### config.mk
export PLATFORM = sky130hd
export DESIGN_NAME = ex_mem_pipe_reg
export DESIGN_NICKNAME = d
export VERILOG_FILES = /design/src/rtl/ex_mem_pipe_reg.sv
export SDC_FILE = /design/constraint.sdc
export NUM_CORES = 1
export LEC_CHECK = 0
export ABC_AREA = 1
export BUFFER_PORTS_ARGS = -buffer_cell sky130_fd_sc_hd__buf_2
export CAP_MARGIN = 20
export CORE_UTILIZATION = 55
export DETAILED_ROUTE_END_ITERATION = 8
export GPL_TIMING_DRIVEN = 1
export PLACE_DENSITY = 0.87
export SLEW_MARGIN = 20
export SYNTH_ARGS = -nofsm -noshare
export SYNTH_HDL_FRONTEND = slang
export SYNTH_SLANG_ARGS = --single-unit
### constraint.sdc
create_clock -name Clk -period 3.4 [get_ports Clk]
set_input_delay 0.34 -clock Clk [delete_from_list [all_inputs] [get_ports Clk]]
set_output_delay 0.34 -clock Clk [all_outputs]
set_load 0.02 [all_outputs]
### src/rtl/ex_mem_pipe_reg.sv
// Elastic EX/MEM pipeline register: valid/ready handshake, optional 2-entry skid
// buffer, synchronous flush on mispredict and a saturating stall counter.
module ex_mem_pipe_reg #(
  parameter int DATA_W = 32,
  parameter int CTRL_W = 8,
  parameter int SKID   = 1
) (
  input  logic              Clk,
  input  logic              Rst_n,
  input  logic              In_Valid,
  output logic              In_Ready,
  input  logic [DATA_W-1:0] In_AddResult,
  input  logic [DATA_W-1:0] In_ALUResult,
  input  logic [DATA_W-1:0] In_ReadData2,
  input  logic              In_Zero,
  input  logic              In_BranchSend,
  input  logic [CTRL_W-1:0] In_Ctrl,
  input  logic              Flush,
  output logic              Out_Valid,
  input  logic              Out_Ready,
  output logic [DATA_W-1:0] Out_AddResult,
  output logic [DATA_W-1:0] Out_ALUResult,
  output logic [DATA_W-1:0] Out_ReadData2,
  output logic              Out_Zero,
  output logic              Out_BranchSend,
  output logic [CTRL_W-1:0] Out_Ctrl,
  output logic              Out_PCSrc,
  output logic [1:0]        Occupancy,
  output logic [15:0]       StallCount
);

  typedef struct packed {
    logic [DATA_W-1:0] add_result;
    logic [DATA_W-1:0] alu_result;
    logic [DATA_W-1:0] read_data2;
    logic              zero;
    logic              branch;
    logic [CTRL_W-1:0] ctrl;
  } entry_t;

  entry_t     in_e, main_q;
  logic [1:0] occ;
  logic       accept, deliver;

  assign in_e    = '{In_AddResult, In_ALUResult, In_ReadData2, In_Zero, In_BranchSend, In_Ctrl};
  assign accept  = In_Valid & In_Ready;
  assign deliver = Out_Valid & Out_Ready;

  assign Occupancy      = occ;
  assign Out_Valid      = (occ != 2'd0);
  assign Out_AddResult  = main_q.add_result;
  assign Out_ALUResult  = main_q.alu_result;
  assign Out_ReadData2  = main_q.read_data2;
  assign Out_Zero       = main_q.zero;
  assign Out_BranchSend = main_q.branch;
  assign Out_Ctrl       = main_q.ctrl;
  // Masked by valid so a stale branch left in main never redirects the PC.
  assign Out_PCSrc      = Out_Valid & main_q.zero & main_q.branch;

  generate
    if (SKID != 0) begin : g_skid
      entry_t     skid_q;
      logic       rdy_q;
      logic [1:0] occ_nxt;

      assign In_Ready = rdy_q;

      always_comb begin
        occ_nxt = occ;
        if (Flush) occ_nxt = 2'd0;
        else begin
          case (occ)
            2'd0:    if (accept) occ_nxt = 2'd1;
            2'd1:    if (accept && !deliver) occ_nxt = 2'd2;
                     else if (!accept && deliver) occ_nxt = 2'd0;
            default: if (deliver) occ_nxt = 2'd1;
          endcase
        end
      end

      // Ready is registered from the next state, so Out_Ready never reaches In_Ready.
      always_ff @(posedge Clk or negedge Rst_n) begin
        if (!Rst_n) begin
          occ    <= 2'd0;
          rdy_q  <= 1'b1;
          main_q <= '0;
          skid_q <= '0;
        end else begin
          occ   <= occ_nxt;
          rdy_q <= (occ_nxt != 2'd2);
          if (!Flush) begin
            case (occ)
              2'd0:    if (accept) main_q <= in_e;
              2'd1:    if (accept && deliver) main_q <= in_e;
                       else if (accept) skid_q <= in_e;
              default: if (deliver) main_q <= skid_q;
            endcase
          end
        end
      end
    end else begin : g_single
      assign In_Ready = !Out_Valid | Out_Ready;

      always_ff @(posedge Clk or negedge Rst_n) begin
        if (!Rst_n) begin
          occ    <= 2'd0;
          main_q <= '0;
        end else if (Flush) begin
          occ <= 2'd0;
        end else if (accept) begin
          occ    <= 2'd1;
          main_q <= in_e;
        end else if (deliver) begin
          occ <= 2'd0;
        end
      end
    end
  endgenerate

  always_ff @(posedge Clk or negedge Rst_n) begin
    if (!Rst_n) StallCount <= 16'd0;
    else if (Out_Valid && !Out_Ready && StallCount != 16'hFFFF)
      StallCount <= StallCount + 16'd1;
  end

endmodule

==> impl_metrics.yaml <==
pwr:
  power_density_nw_per_um2: 782
  power.total_uw: 9870
  vdd_ir_drop_max_v: 0.000567
  pwr-share-seq_pct: 43.8
  p_sw_uw: 3430
  switching_share_pct: 34.7
  pwr-share-comb_pct: 26.6
  p_leak_uw: 0.00672
  clockPowerShare_pct: 29.7
  p_int_uw: 6440
clocking:
  cts-resized-gates: 0
  clock_path_buffers: 3
  cts_tree: "done"
  clock_sinks: 231
  clk_latency_ps: 510
  htree_levels: 1
  cts_buffers: 25
  cts_root_buf: "clkbuf_16"
  clkTransAtPathRegs_ps: 70
routing:
  wl_per_cell_um: 14.7
  ant_nets: 0
  routed_wl_um: 26000
  viasPerCell: 5.26
  drt_iter0_markers: 771
  num_vias: 9295
  drc: 0
  dr.pass1.iters: 5
setup_path:
  crit_path_max_incr_delay_ps: 690
  crit_fanout: 61
  path_cells: "nand2_1 > o21ai_2 > inv_2 > nor2_8 > buf_4 > nand2_1 > nand2_1"
  arrival_ps: 2960
  cp-end-kind: "flop"
  crit_type: "reg -> reg"
  critPathSlowestCell: "nor2_8"
  start_kind: "flop"
  cpMostUsedCell: "nand2_1"
  cp.required_ps: 3840
place:
  dp_slack_ps: 924
  place_congestion: 0.906
  dp.cells: 1714
  io_buffers: 237
  dp_hpwl_um: 16000
cells_and_area:
  drive_above_1_share_pct: 19.7
  syn_to_final_growth_pct: 20.8
  post-route-util_pct: 67.7
  most-common-layout-cells: "nand2_1 (498), o21ai_0 (301), buf_2 (236)"
  stdcell_count: 1766
  final_nets: 1620
  ff_latch_area_um2: 5790
  fill_cells: 1479
  multi_input_area_um2: 3820
  layout_commonest_cell: "nand2_1"
min_path:
  min_path_type: "in -> reg"
logic_synthesis:
  ys_ff_latch: 231
  yosys-mux-area-fraction_pct: 0
  synth_top_family_by_area: "simple AND/OR/NAND/NOR gates"
  synth.distinct_cells: 24
  synthTopCellsByArea: "dfrtp_1 (55%), nand2_1 (18%), o21ai_0 (14%)"
  synth-compound-area-share_pct: 15.8
  ys_seq_area_share_pct: 55.3
  synthDominantCellAreaShare_pct: 55.1
  synth_area_leader_cell: "dfrtp_1"
  syn_area_um2: 10500
  synthAdderAreaFrac_pct: 0.120
  synth-simple-area-share_pct: 19.8
  postSynthCellCount: 1314
  synth_fp_nets: 1426
  synth-warning-count: 0
  synth-xor-area-share_pct: 0.670
  postSynthAreaPerCell_um2: 7.96
run_status:
  outcome: "complete, no violations"
timing:
  fmax_ghz: 0.397
  maxSlewHeadroom_pct: 28.8
  layout_min_cycle_time_ps: 2520
  finClkSkew_ps: 8.99
  fin_setup_tns_ps: 0
  setup_viol: 0
  finalCritPeriodShare_pct: 74.0
  tightest_slew_ps: 1070
  fin_ws_ps: 884
  grt_setup_unrepaired: "no"
  final_max_slew_viol_count: 0
  hold_viol: 0
floorplanning:
  io_pins: 238
  die_h_um: 140
  fp.dieArea_um2: 19600
  core_um2: 18600
  die_w_um: 140
  rows: 50
  initial_core_util_pct: 56.1
global_route:
  grtUsageTotal_pct: 26.8
  antenna_found_initial: 7
  first_global_vias: 8917
  grt.overflow.total: 0
  grt_max_degree: 117
  grt_pass1_wl_um: 42700
flow_run:
  max-cap-violations: 0
==> final cells by class <==
type,count,share of cell area (%)
Multi-Input combinational cell,873,30.2
Tap cell,234,2.32
Inverter,128,3.81
Clock buffer,35,5.97
Antenna cell,7,0.139
Clock inverter,9,1.20
Timing Repair Buffer,249,10.5
Sequential cell,231,45.8
==> registers in the layout, indices dropped and copies added (netlist names) <==
register	flops
g_skid.skid_q	106
Out_ReadData2	32
Out_Zero	1
Out_BranchSend	1
StallCount	16
Out_Ctrl	8
Occupancy	2
In_Ready	1
Out_ALUResult	32
Out_AddResult	32
==> critical path, delay by kind of cell, from the launching register on <==
kind	cells	cell delay, ps
flip-flops	1	530
buffers and inverters	2	670
AND/OR/NAND/NOR	4	1070
AO/OA/AOI/OAI	1	170
==> final timing paths <==
kind / start / endpoint / slack, ps / cells after the start
min: In_ReadData2[14] / g_skid.skid_q[24]$_DFFE_PN0P_ / 90 / 3
min in group asynchronous: Rst_n / StallCount[2]$_DFFE_PN0P_ / 510 / 2
max in group asynchronous: Rst_n / Out_Ctrl[0]$_DFFE_PN0P_ / 2040 / 3
min reg2reg: g_skid.skid_q[10]$_DFFE_PN0P_ / g_skid.skid_q[10]$_DFFE_PN0P_ / 480 / 2
max reg2reg: In_Ready$_DFF_PN1_ / Out_ReadData2[20]$_DFFE_PN0P_ / 880 / 7
max: In_Ready$_DFF_PN1_ / Out_ReadData2[20]$_DFFE_PN0P_ / 880 / 7
==> power groups by stage <==
stage,clock network [µW],registers [µW],logic [µW]
2_1_floorplan,0,4810,1120
3_3_place_gp,0,4290,2520
3_5_place_dp,0,4330,2630
4_1_cts,2970,4310,2640
5_1_grt,3080,4420,2920
6_report,2930,4320,2620
==> timing repair <==
action	4_1_cts	5_1_grt
endpoints found under the hold margin	104	0
setup buffers	0	0
hold buffers	1	0
==> cell families (layout without fill, tap and decap cells) <==
group / count (synthesis) / count (layout)
flops: 231 / 231
xor+xnor: 8 / 8
other cells: 0 / 7
compound gates: 327 / 327
buf+inv: 210 / 421
simple gates: 537 / 537
fa+ha+maj: 1 / 1
==> per-stage QoR <==
step / hold slack, ps / instance area (µm²)
after floorplan: 44.4 / 10500
after global placement: 464 / 11700
after detailed placement: 464 / 11700
after CTS: 79.9 / 12600
after global routing: 85.3 / 12600
final: 92.5 / 12600
==> per-layer routing <==
metal / share of wire, % / vias to the layer above / GRT usage (%)
li1: - / 4524 / -
met1: 41 / 4309 / 35.4
met2: 48 / 384 / 43.1
met3: 7.1 / 78 / 4.61
met4: 4.3 / 0 / 13.1
met5: 0 / - / 0
==> Yosys cell counts, drive strengths merged <==
library cell and number:
nand3b 1, dfrtp 230, nand3 7, a21oi 3, nand4 6, dfstp 1
nand2b 1, o211ai 1, nor2 21, nand2 499, o21ai 323, clkbuf 41
nor3 2, xnor2 8, buf 41, ha 1, inv 128
(Power assumes the default switching activity.)
